### src/rtl/rv32i.sv
// Shared types and constants for the RV32I core.
// Holds the pipeline sequencing state encoding and the drain depth.
// Imported by the pipeline controller and its helpers.
package rv32i;

    typedef enum logic [2:0] {
        PS_RUN      = 3'd0,
        PS_MEM_WAIT = 3'd1,
        PS_DRAIN    = 3'd2,
        PS_HALTED   = 3'd3,
        PS_FAULT    = 3'd4
    } pipe_state_t;

    // Number of clean ID->EX advances needed to empty the front of the pipe.
    localparam int PIPE_DRAIN_DEPTH = 4;

endpackage

### src/rtl/sat_counter.sv
// Saturating up-counter: holds at all-ones instead of wrapping.
// Latency: count reflects inc one cycle later.
// Backpressure: none; inc is sampled every cycle.
module sat_counter #(
    parameter int WIDTH = 32
) (
    input  logic             clk,
    input  logic             rst,
    input  logic             inc,
    output logic [WIDTH-1:0] count
);

    logic [WIDTH-1:0] count_q;
    logic [WIDTH-1:0] count_d;

    // Next value: step unless already saturated.
    always_comb begin
        count_d = count_q;
        if (inc && (count_q != {WIDTH{1'b1}})) begin
            count_d = count_q + WIDTH'(1);
        end
    end

    // Counter register with synchronous reset.
    always_ff @(posedge clk) begin
        if (rst) begin
            count_q <= '0;
        end else begin
            count_q <= count_d;
        end
    end

    assign count = count_q;

endmodule

### src/rtl/pipeline_ctrl.sv
// Five-stage pipeline sequencer: stalls, flushes, DMEM freeze, debug halt, timeout fault.
// Latency: enables/flushes are combinational; halt_ack/mem_fault/counters are registered.
// Backpressure: a not-ready DMEM access freezes every stage except WB, which takes bubbles.
module pipeline_ctrl
    import rv32i::*;
#(
    parameter int TIMEOUT   = 64,
    parameter int CNT_WIDTH = 32
) (
    input  logic                 clk,
    input  logic                 rst,
    input  logic [4:0]           id_rs1,
    input  logic [4:0]           id_rs2,
    input  logic                 id_uses_rs1,
    input  logic                 id_uses_rs2,
    input  logic [4:0]           ex_rd,
    input  logic                 ex_mem_read,
    input  logic                 ex_redirect,
    input  logic                 mem_req,
    input  logic                 dmem_ready,
    input  logic                 halt_req,
    input  logic                 resume_req,
    output logic                 pc_en,
    output logic                 if_id_en,
    output logic                 id_ex_en,
    output logic                 ex_mem_en,
    output logic                 mem_wb_en,
    output logic                 if_id_flush,
    output logic                 id_ex_flush,
    output logic                 mem_wb_flush,
    output logic                 pc_sel_redirect,
    output logic                 halt_ack,
    output logic                 mem_fault,
    output logic [CNT_WIDTH-1:0] stall_cycles,
    output logic [CNT_WIDTH-1:0] redirect_count
);

    localparam int WAIT_W = (TIMEOUT > 2) ? $clog2(TIMEOUT) : 1;

    pipe_state_t       state_q, state_d;
    logic [WAIT_W-1:0] wait_cnt_q, wait_cnt_d;
    logic [2:0]        drain_cnt_q, drain_cnt_d;
    logic              from_drain_q, from_drain_d;

    logic freeze;
    logic load_use;
    logic active;
    logic drain_mode;
    logic drain_step;

    assign freeze   = mem_req & ~dmem_ready;
    assign load_use = ex_mem_read & (ex_rd != 5'd0) &
                      ((id_uses_rs1 & (id_rs1 == ex_rd)) | (id_uses_rs2 & (id_rs2 == ex_rd)));
    assign active   = (state_q == PS_RUN) | (state_q == PS_MEM_WAIT) | (state_q == PS_DRAIN);
    // A DMEM wait entered from DRAIN keeps draining behaviour so no new fetch slips in.
    assign drain_mode = (state_q == PS_DRAIN) | ((state_q == PS_MEM_WAIT) & from_drain_q);
    assign drain_step = id_ex_en & ~freeze & ~load_use;

    // Enable/flush decode by priority: freeze, redirect, load-use, free-run.
    always_comb begin
        pc_en           = 1'b0;
        if_id_en        = 1'b0;
        id_ex_en        = 1'b0;
        ex_mem_en       = 1'b0;
        mem_wb_en       = 1'b0;
        if_id_flush     = 1'b0;
        id_ex_flush     = 1'b0;
        mem_wb_flush    = 1'b0;
        pc_sel_redirect = 1'b0;
        if (active && !rst) begin
            if (freeze) begin
                mem_wb_en    = 1'b1;
                mem_wb_flush = 1'b1;
            end else if (ex_redirect) begin
                pc_en           = 1'b1;
                if_id_en        = 1'b1;
                id_ex_en        = 1'b1;
                ex_mem_en       = 1'b1;
                mem_wb_en       = 1'b1;
                pc_sel_redirect = 1'b1;
                if_id_flush     = 1'b1;
                id_ex_flush     = 1'b1;
            end else if (load_use) begin
                id_ex_en    = 1'b1;
                ex_mem_en   = 1'b1;
                mem_wb_en   = 1'b1;
                id_ex_flush = 1'b1;
            end else begin
                pc_en     = 1'b1;
                if_id_en  = 1'b1;
                id_ex_en  = 1'b1;
                ex_mem_en = 1'b1;
                mem_wb_en = 1'b1;
            end
            if (drain_mode) begin
                pc_en = pc_en & pc_sel_redirect;
                if (if_id_en) begin
                    if_id_flush = 1'b1;
                end
            end
        end
    end

    // Next-state logic for the sequencing FSM and its wait/drain bookkeeping.
    always_comb begin
        state_d      = state_q;
        wait_cnt_d   = wait_cnt_q;
        drain_cnt_d  = drain_cnt_q;
        from_drain_d = from_drain_q;
        case (state_q)
            PS_RUN: begin
                if (freeze) begin
                    state_d      = PS_MEM_WAIT;
                    wait_cnt_d   = '0;
                    from_drain_d = 1'b0;
                end else if (halt_req && !ex_redirect) begin
                    state_d     = PS_DRAIN;
                    drain_cnt_d = '0;
                end
            end
            PS_MEM_WAIT: begin
                if (freeze) begin
                    if (wait_cnt_q == WAIT_W'(TIMEOUT - 1)) begin
                        state_d = PS_FAULT;
                    end else begin
                        wait_cnt_d = wait_cnt_q + WAIT_W'(1);
                    end
                end else if (from_drain_q) begin
                    state_d = PS_DRAIN;
                    if (drain_step) begin
                        if (drain_cnt_q == 3'(PIPE_DRAIN_DEPTH - 1)) begin
                            state_d = PS_HALTED;
                        end
                        drain_cnt_d = drain_cnt_q + 3'd1;
                    end
                end else begin
                    state_d = PS_RUN;
                end
            end
            PS_DRAIN: begin
                if (freeze) begin
                    state_d      = PS_MEM_WAIT;
                    wait_cnt_d   = '0;
                    from_drain_d = 1'b1;
                end else if (drain_step) begin
                    if (drain_cnt_q == 3'(PIPE_DRAIN_DEPTH - 1)) begin
                        state_d = PS_HALTED;
                    end
                    drain_cnt_d = drain_cnt_q + 3'd1;
                end
            end
            PS_HALTED: begin
                if (resume_req) begin
                    state_d = PS_RUN;
                end
            end
            PS_FAULT: begin
                state_d = PS_FAULT;
            end
            default: begin
                state_d = PS_RUN;
            end
        endcase
    end

    // State registers with synchronous reset back to RUN.
    always_ff @(posedge clk) begin
        if (rst) begin
            state_q      <= PS_RUN;
            wait_cnt_q   <= '0;
            drain_cnt_q  <= '0;
            from_drain_q <= 1'b0;
        end else begin
            state_q      <= state_d;
            wait_cnt_q   <= wait_cnt_d;
            drain_cnt_q  <= drain_cnt_d;
            from_drain_q <= from_drain_d;
        end
    end

    assign halt_ack  = ~rst & (state_q == PS_HALTED);
    assign mem_fault = ~rst & (state_q == PS_FAULT);

    sat_counter #(.WIDTH(CNT_WIDTH)) u_stall_cnt (
        .clk   (clk),
        .rst   (rst),
        .inc   (~rst & ((state_q == PS_RUN) | (state_q == PS_MEM_WAIT)) & ~pc_en),
        .count (stall_cycles)
    );

    sat_counter #(.WIDTH(CNT_WIDTH)) u_redirect_cnt (
        .clk   (clk),
        .rst   (rst),
        .inc   (pc_sel_redirect),
        .count (redirect_count)
    );

endmodule

### config.mk
export PLATFORM = sky130hd
export DESIGN_NAME = pipeline_ctrl
export DESIGN_NICKNAME = d
export VERILOG_FILES = /design/src/rtl/rv32i.sv /design/src/rtl/sat_counter.sv /design/src/rtl/pipeline_ctrl.sv
export SDC_FILE = /design/constraint.sdc
export NUM_CORES = 1
export LEC_CHECK = 0
export BUFFER_PORTS_ARGS = -buffer_cell sky130_fd_sc_hd__buf_4
export CAP_MARGIN = 20
export CORE_ASPECT_RATIO = 1.1
export CORE_MARGIN = 2
export CORE_UTILIZATION = 32
export DETAILED_ROUTE_END_ITERATION = 7
export HOLD_SLACK_MARGIN = 0.06
export SYNTH_ARGS = -nofsm -noshare
export SYNTH_HDL_FRONTEND = slang
export SYNTH_SLANG_ARGS = --single-unit
### constraint.sdc
create_clock -name clk -period 2.65 [get_ports clk]
set_input_delay 0.265 -clock clk [delete_from_list [all_inputs] [get_ports clk]]
set_output_delay 0.265 -clock clk [all_outputs]
set_load 0.005 [all_outputs]
==> run metrics, run 1 <==
status=complete, no violations; DR vias=3853; r2r worst-path depth=10; CTS tree=built; commonest cells after routing, fill and taps aside=buf_4, dfxtp_1, nor2_1; overall routing resource usage=15.25%; origin of the worst min-delay path=rst; total leakage power=0.002149 uW; Int Pwr=2267 uW; antenna cell count=0; RR Endpoint=u_redirect_cnt.count[17]; fillers=1290; Post-CTS Hold Buffers=0; hold_ws=173.9 ps; vias in the first global route=3512; fin nets=625; RSZ-0062 raised after global routing=yes; Worst Path Required=2840 ps; GRT Residual Overflow=0; CTS root buffer=clkbuf_16; period utilization=91.20%; Setup violations, final=0; row count=43; initial core utilization=32.47%; Psw=592.3 uW; worst slew pin tran=723.1 ps; Max Slew Vio Count=0; Critical Path End=u_redirect_cnt.count[17]; Reg clk slew, reported paths=60 ps; setup TNS=0 ps; Comb pwr share=6.9%; critical path class=register to register; f_max=413.8 MHz; initial antenna violation count=0; drt pass-1 iters=4; routed len/inst=13.76 um; critical path fanouts, max=12; DP HPWL=7570 um; sequential power share=41.1%; setup slack, reg-to-reg=230 ps; top_reg_cell synth=dfxtp_1; core footprint=12480 um^2; crit path DAT=2610 ps; syn_nets=524; synthesized instance count=494; EDFF count, synth=0; clock skew=6.856 ps; clock share of power=52.0%; crit start category=register; # DRC=0; Max-Cap Viols=0; clock insertion delay at the later pin of the skew report=330 ps; post-layout minimum cycle time=2417 ps; H-tree lvl count=3; DR vias/cell=5.097; post-synthesis sequential area ratio=38.04%; commonest non-fill, non-tap cell in the layout=buf_4; Post-Route WL=10400 um; worst IR drop on VDD=0.0002726 V; Fin. Hold Viols=0; DRT antenna net count=0; pin count of the biggest net entering global routing=71; drt initial violations=177; Inserted Clock Buffers=9; PostCTS Resize Cnt=0; post-synthesis async set-or-reset flop share=0%; Critical Path End Type=register; Synth Register Bits=77; synth warn=0; Syn-to-layout area delta=32.14%; # IOs=100; post-CTS setup buffers=0; Slew HR=51.79%; syn_area_per_cell=8.204 um^2; Synth Cell Area=4053 um^2; Clock Path Buffers=2; Die Area=13580 um^2; Power Density=534.0 nW/um^2; Worst Setup SP=state_q[2]; Sink Count=77; die width=111.3 um; r2r startpoint=state_q[2]; first-pass GRT wire length=17060 um; share of cells above drive strength 1=24.21%; die height=122.0 um; Net Sw Frac=20.71%; Netlist cell types=54; Hold Path Class=primary input to register; Routability Congestion=0.8506; # port buffers=99
-- per-stage QoR --
| step | cells | util [%] | setup slack (ps) | instance area [um^2] | power (uW) |
|---|---|---|---|---|---|
| CTS | 756 | 42.90 | 236.3 | 5355 | 2899 |
| floorplan | 494 | - | 506.9 | 4053 | 1309 |
| global placement | 741 | 40.01 | 320.7 | 4994 | 1394 |
| finish | 756 | 42.90 | 233.2 | 5355 | 2860 |
| global route | 756 | 42.90 | -58.69 | 5355 | 2974 |
| detailed placement | 741 | 40.01 | 243.4 | 4994 | 1398 |
-- state kept, by name (all words and copies together) (netlist names) --
| register | count |
|---|---|
| drain_cnt_q | 3 |
| state_q | 3 |
| wait_cnt_q | 6 |
| u_redirect_cnt.count | 32 |
| from_drain_q | 1 |
| u_stall_cnt.count | 32 |
-- kinds of logic after synthesis --
kind of cell	after synthesis	synth area share (%)
AO/OA/AOI/OAI	62	9.632
XOR/XNOR	58	12.53
buffers and inverters	36	3.983
flip-flops	77	38.04
multiplexers	7	1.976
adder cells (fa/ha/maj)	5	1.544
AND/OR/NAND/NOR	249	32.29
-- synthesized netlist by cell type, types with 11 or more instances --
cell / instances / share of area, %
a21oi_1: 23 / 2.8
and3_1: 12 / 1.9
clkbuf_1: 11 / 1.0
dfxtp_1: 77 / 38
inv_1: 14 / 1.3
nand2_1: 38 / 3.5
nand3_1: 36 / 4.4
nand4_1: 18 / 2.8
nor2_1: 72 / 6.7
nor3_1: 21 / 2.6
o21ai_0: 11 / 1.4
xnor2_1: 17 / 3.7
xor2_1: 41 / 8.9
-- worst min path at each step --
stage                                      end  cells after the start
after floorplan           u_stall_cnt.count[9]                      2
after global placement          drain_cnt_q[2]                      1
after detailed placement        drain_cnt_q[2]                      1
after CTS                        wait_cnt_q[1]                      2
after global routing             wait_cnt_q[0]                      2
final                            wait_cnt_q[1]                      2
-- per-layer routing --
metal / wire [um] / share of wire [%] / GRT usage [%]
met2: 4943 / 48 / 24.92
met5: 0 / 0 / 0
met3: 633 / 6.1 / 3.632
met1: 4682 / 45 / 19.73
met4: 143 / 1.4 / 5.556
-- power by group through the flow --
| stage | Clock [uW] | Combinational, uW | Sequential [uW] |
|---|---|---|---|
| 2_1_floorplan | 0 | 112 | 1200 |
| 3_3_place_gp | 0 | 195 | 1200 |
| 5_1_grt | 1580 | 220 | 1170 |
| 6_report | 1490 | 197 | 1170 |
| 4_1_cts | 1530 | 199 | 1170 |
| 3_5_place_dp | 0 | 198 | 1200 |
-- worst max-delay path, cell delays in order, from the launching register on --
cell	delay (ps)
dfxtp_1	420
nor2_1	210
nand2_1	140
inv_1	100
nand3_1	220
inv_1	170
nand4_1	190
a21oi_2	460
nand3_1	170
xor2_1	170
nor2_1	50
-- layout make-up --
cell class,count,area [um^2],share of cell area (%)
Tap cell,157,196.4,3.668
Timing Repair Buffer,112,853.3,15.93
Multi-Input combinational cell,381,2350,43.88
Clock buffer,9,225.2,4.206
Clock inverter,6,136.4,2.547
Sequential cell,77,1541,28.79
Inverter,14,52.55,0.9813
No activity file was read; power rests on OpenSTA's default activity.
==> run 2: changes to the inputs <==
clock period = 2.5 ns   (was 2.65 ns; I/O delays follow)
==> run 2 against run 1 <==
Net effect: clock power down 9%; die area unchanged; global-route usage grew 0.41 points; largest cell class unchanged; first-iteration DRC count is 13% higher; setup slack worse by 28 ps; via count increased by 1.4%; hold slack improved by 78 ps; routed wire length is 2.4% higher; sequential cell count unchanged; register-to-register slack got worse by 30 ps; cell count rose by 0.79%; count of clock-buffer cells in the layout up 4; critical endpoint is now u_stall_cnt.count[16]; critical path type unchanged.
==> run metrics, run 2 (synthesis gave the netlist of run 1 again) <==
critical path class=register to register; Crit. path cell count=8 (-2); crit path DAT=2480 ps (-130 ps); Hold Path Class=primary input to register; setup TNS=0 ps (unchanged); Inserted Clock Buffers=9 (unchanged); drt initial violations=200 (+13%); row count=43 (unchanged); layer with the highest usage=met2; initial core utilization=32.47% (unchanged); initial antenna violation count=0 (unchanged); Critical Path End=u_stall_cnt.count[16]; CP Cell Sequence=nand4_4, nor3_4, nand4_4, or3_1, buf_4, nand4_1, xor2_1, nor2_1; met3 usage=3.383% (-0.25 points); clock insertion delay at the later pin of the skew report=330 ps (about the same); setup slack, reg-to-reg=200 ps (-30 ps); core footprint=12480 um^2 (unchanged); GRT Residual Overflow=0 (unchanged); # port buffers=99 (unchanged); post-layout minimum cycle time=2295 ps (-121.6 ps); Clock Path Buffers=2 (unchanged); Worst Path Required=2690 ps (-150 ps); Die Area=13580 um^2 (unchanged); drt pass-1 iters=5 (+1); CP max stage delay=460 ps (about the same); die height=122.0 um (unchanged); DR vias/cell=5.127 (+0.60%); Syn-to-layout area delta=31.65%; Post-CTS Hold Buffers=0 (unchanged); pin count of the biggest net entering global routing=76 (+7.0%); Max-Cap Viols=0 (unchanged); f_max=435.7 MHz (+5.3%); die width=111.3 um (unchanged); Routability Congestion=0.8169 (-4.0%); Setup violations, final=0 (unchanged); Top delay family on crit path=simple AND/OR/NAND/NOR gates; Post-Route WL=10650 um (+2.4%); crit start category=register; worst path bufs/invs=1 (-1); Slew HR=48.02% (-3.8 points); # DRC=0 (unchanged); critical path fanouts, max=13 (+1); r2r worst-path depth=8 (-2); M2 GR Usage=25.19% (+0.27 points); status=complete, no violations; share of cells above drive strength 1=24.96% (+0.75 points); total leakage power=0.002153 uW (+0.19%); fillers=1239 (-4.0%); routed len/inst=13.98 um (+1.6%); Max Slew Vio Count=0 (unchanged); worst IR drop on VDD=0.0002292 V (-16%); hold_ws=251.7 ps (+77.79 ps); commonest cells after routing, fill and taps aside=buf_4, dfxtp_1, nor2_1; overall routing resource usage=15.66% (+0.41 points); # IOs=100 (unchanged); clock skew=6.148 ps (-0.7087 ps); CTS root buffer=clkbuf_16; Worst Setup SP=u_stall_cnt.count[9]; vias in the first global route=3612 (+2.8%); Fin. Hold Viols=0 (unchanged); DR vias=3907 (+1.4%); post-CTS setup buffers=0 (unchanged); worst slew pin tran=779.6 ps (+56.57 ps); Power Density=527.1 nW/um^2 (-1.3%); Critical Path End Type=register; PostCTS Resize Cnt=0 (unchanged); fin nets=630 (+0.80%); antenna cell count=0 (unchanged); r2r startpoint=u_stall_cnt.count[9]; commonest non-fill, non-tap cell in the layout=buf_4; RSZ-0062 raised after global routing=no; period utilization=91.81% (+0.61 points); most frequent CP cell=nand4_4; Reg clk slew, reported paths=60 ps (about the same); first-pass GRT wire length=17700 um (+3.8%); RR Endpoint=u_stall_cnt.count[16]; CTS tree=built; Crit-path slowest cell=dfxtp_1; DP HPWL=7747 um (+2.3%); H-tree lvl count=3 (unchanged); DRT antenna net count=0 (unchanged); met1 Use GR=20.74% (+1.0 points); Sink Count=77 (unchanged)
## run 2: cell types whose count changed in the layout (fill, tap and decap cells not counted), sizes merged
cell / change
buf: +5
bufinv: -3
clkbuf: +4
## run 2: worst min-delay path by stage
stage,from,endpoint,cells after the start
floorplan,rst,u_stall_cnt.count[9],2
global placement,drain_cnt_q[2],drain_cnt_q[2],1
detailed placement,drain_cnt_q[2],drain_cnt_q[2],1
CTS,resume_req,state_q[1],4
global route,resume_req,state_q[1],4
finish,resume_req,state_q[1],4
## run 2: layer usage
layer  routed length (um)  vias up
met4                  161        0
met2                 5016      114
met5                    0        -
met3                  536       11
li1                     -     1947
met1                 4936     1835
## run 2: worst reg2reg max path: stages, from the launching register on
cell	delay, ps
dfxtp_1	460
nand4_4	190
nor3_4	270
nand4_4	200
or3_1	450
buf_4	230
nand4_1	120
xor2_1	160
nor2_1	60
## run 2: final cells by class
type / instances / area [um^2] / share of cell area [%]
inverters: 14 / 52.55 / 0.9850
repair buffers: 117 / 878.3 / 16.46
well taps: 157 / 196.4 / 3.682
multi-input cells: 381 / 2354 / 44.11
flip-flops and latches: 77 / 1541 / 28.89
clock inverters: 3 / 42.54 / 0.7974
clock buffers: 13 / 270.3 / 5.066
## run 2: metrics by stage
stage | total power (uW) | util [%] | std cells | setup WS [ps] | cell area, um^2
4_1_cts | 2847 | 42.71 | 762 | 206.9 | 5331
2_1_floorplan | 1388 | - | 494 | 356.9 | 4053
6_report | 2812 | 42.74 | 762 | 204.8 | 5335
3_3_place_gp | 1483 | 40.21 | 746 | 249.3 | 5019
3_5_place_dp | 1485 | 40.21 | 746 | 171.4 | 5019
5_1_grt | 2923 | 42.74 | 762 | 16.75 | 5335
## run 2: where the power goes
group	internal (uW)	switching (uW)
clock network	854	500
logic	96.8	117
registers	1240	9.46
total	2190	626
==> run 3: changes to the inputs <==
CELL_PAD_IN_SITES_DETAIL_PLACEMENT = 0   (was default)
CELL_PAD_IN_SITES_GLOBAL_PLACEMENT = 1   (was default)
PLACE_DENSITY_LB_ADDON = 0.1   (was default)
SYNTH_HIERARCHICAL = 1   (was default)
clock period = 2.54 ns   (was 2.5 ns; I/O delays follow)
==> run 3 against run 2 <==
Net effect: count of clock-buffer cells in the layout is the same; sequential power is essentially flat; die area grew 5.7%; combinational power grew to 3.6 times the previous value; sequential share of layout area shrank 3.3 points; non-clock buffer count grew 47; cell count grew 9.6%; final area grew 13%; clock skew grew 3.0 ps; global-route usage grew 1.9 points.
==> run metrics, run 3 <==
pin count of the biggest net entering global routing=80 (+5.3%); Power Total=3288 uW (+17%); DP HPWL=8973 um (+16%); synth warn=6 (+6); die height=125.5 um (+2.8%); count leader, synth=dfxtp_1; commonest cells after routing, fill and taps aside=buf_4, dfxtp_1, nor2_1; GRT Residual Overflow=0 (unchanged); syn_area_per_cell=8.269 um^2 (+0.80%); Routability Congestion=0.7389 (-9.5%); core footprint=13160 um^2 (+5.4%); post-layout minimum cycle time=2409 ps (+113.4 ps); Critical Path End Type=register; CTS root buffer=clkbuf_16; post-route insts no fill=835 (+9.6%); Power Density=545.5 nW/um^2 (+3.5%); Post-Route WL=12390 um (+16%); hold_ws=363.9 ps (+112.2 ps); Worst Path Required=2810 ps (+120 ps); Synth top area share=35.92% (-2.1 points); top cells by area, synth=dfxtp_1, a21oi_1, or3_1; CP max stage delay=370 ps (-90 ps); DR vias/cell=5.329 (+3.9%); post-synthesis sequential area ratio=35.92% (-2.1 points); Hold Path Class=primary input to register; syn_nets=549 (+4.8%); Sink Count=77 (unchanged); Reg clk slew, reported paths=60 ps (about the same); overall routing resource usage=17.59% (+1.9 points); DR vias=4450 (+14%); total leakage power=0.002301 uW (+6.9%); critical path fanouts, max=6 (-7); CP Cell Sequence=a211o_1, inv_2, nand2_4, buf_6, a21oi_2, a2111oi_4, inv_2, nor4_4, o21ai_2, buf_4, or3_4, a21oi_2; Die Area=14350 um^2 (+5.7%); worst IR drop on VDD=0.0003243 V (+41%); Crit-path slowest cell=a2111oi_4; Max-Cap Viols=0 (unchanged); die width=114.4 um (+2.8%); EDFF count, synth=0 (unchanged); synth cell count leaders=dfxtp_1, a21oi_1, nor2_1, nand3_1, nand2_1; period utilization=94.83% (+3.0 points); initial antenna violation count=0 (unchanged); fin nets=699 (+11%); commonest non-fill, non-tap cell in the layout=buf_4; drt pass-1 iters=5 (unchanged); Netlist cell types=59 (+9.3%); post-synth top area cell=dfxtp_1; antenna cell count=0 (unchanged); routed len/inst=14.84 um (+6.2%); setup TNS=0 ps (unchanged); Slew HR=41.59% (-6.4 points); critical path class=register to register; Synth Cell Area=4292 um^2 (+5.9%); crit start category=register; Inserted Clock Buffers=9 (unchanged); synthesized instance count=519 (+5.1%); share of cells above drive strength 1=32.64% (+7.7 points); top_reg_cell synth=dfxtp_1; f_max=415.2 MHz (-4.7%); CTS tree=built; # IOs=100 (unchanged); # DRC=0 (unchanged); Setup violations, final=0 (unchanged); row count=44 (+2.3%); H-tree lvl count=3 (unchanged); DRT antenna net count=0 (unchanged); Post-CTS Hold Buffers=0 (unchanged); vias in the first global route=4286 (+19%); # port buffers=99 (unchanged); DP Cell Count=811 (+8.7%); Syn-to-layout area delta=40.47%; setup slack, reg-to-reg=130 ps (-70 ps); Util after Layout=45.82% (+3.1 points); worst slew pin tran=876.1 ps (+96.46 ps); status=complete, no violations; Max Slew Vio Count=0 (unchanged); Synth Register Bits=77 (unchanged); post-synthesis async set-or-reset flop share=0% (unchanged); Clock Path Buffers=2 (unchanged); initial core utilization=32.62% (+0.15 points); drt initial violations=162 (-19%); crit path DAT=2680 ps (+200 ps); first-pass GRT wire length=20640 um (+17%); Fin. Hold Viols=0 (unchanged); RSZ-0062 raised after global routing=yes; clock insertion delay at the later pin of the skew report=340 ps (about the same); clock skew=9.126 ps (+2.979 ps)
-- run 3: logic make-up after synthesis --
| kind of cell | count (synthesis) | share of synthesized area [%] |
|---|---|---|
| AOI/OAI and AO/OA | 125 | 19.07 |
| xor gates and xnor gates | 31 | 6.327 |
| adders and majority gates | 5 | 1.458 |
| buffers and inverters | 33 | 3.586 |
| DFF | 77 | 35.92 |
| muxes | 10 | 2.449 |
| and+or+nand+nor | 238 | 31.20 |
-- run 3: worst paths after layout --
path                       start                    end  depth (start not counted)
hold / removal        dmem_ready             state_q[0]                          4
hold reg to reg   drain_cnt_q[1]         drain_cnt_q[1]                          2
setup / recovery      state_q[0]  u_stall_cnt/count[28]                         12
setup reg to reg      state_q[0]  u_stall_cnt/count[28]                         12
-- run 3: power breakdown --
part | internal, uW | switching (uW) | total, uW
Sequential | 1250 | 33.9 | 1280
Clock | 715 | 514 | 1230
Combinational | 401 | 377 | 777
Total | 2360 | 925 | 3290
-- run 3: stage by stage --
step	instance area [um^2]	setup slack, ps
after global routing	6028	-10.01
after floorplan	4343	-9.277
after global placement	5608	30.60
after detailed placement	5608	-65.51
after CTS	5888	55.52
final	6028	131.4
-- run 3: repair_timing --
action,4_1_cts,5_1_grt
pin swaps,1,8
buffers inserted,0,8
resized for setup,0,24
setup endpoints to repair,1,8
-- run 3: area by class of cell --
cell class                 instances  area (um^2)
tap                              161        201.4
multi-input combinational        409         2701
fill                            1332         7129
sequential                        77         1544
timing repair buffer             164         1266
clock buffer                      13        260.3
clock inverter                     3        20.02
inverter                           8        35.03
-- run 3: worst max-delay path: cells and delay by family, from the launching register on --
kind | cells | cell delay [ps]
compound gates | 5 | 840
buf+inv | 4 | 430
flops | 1 | 350
simple gates | 3 | 720
-- run 3: per-layer routing --
metal,routed length [um],up-vias,GRT usage [%]
met2,5919,71,29.06
met1,5907,2122,23.07
met3,419,11,3.539
met4,147,0,5.165
met5,0,-,0
li1,-,2246,-
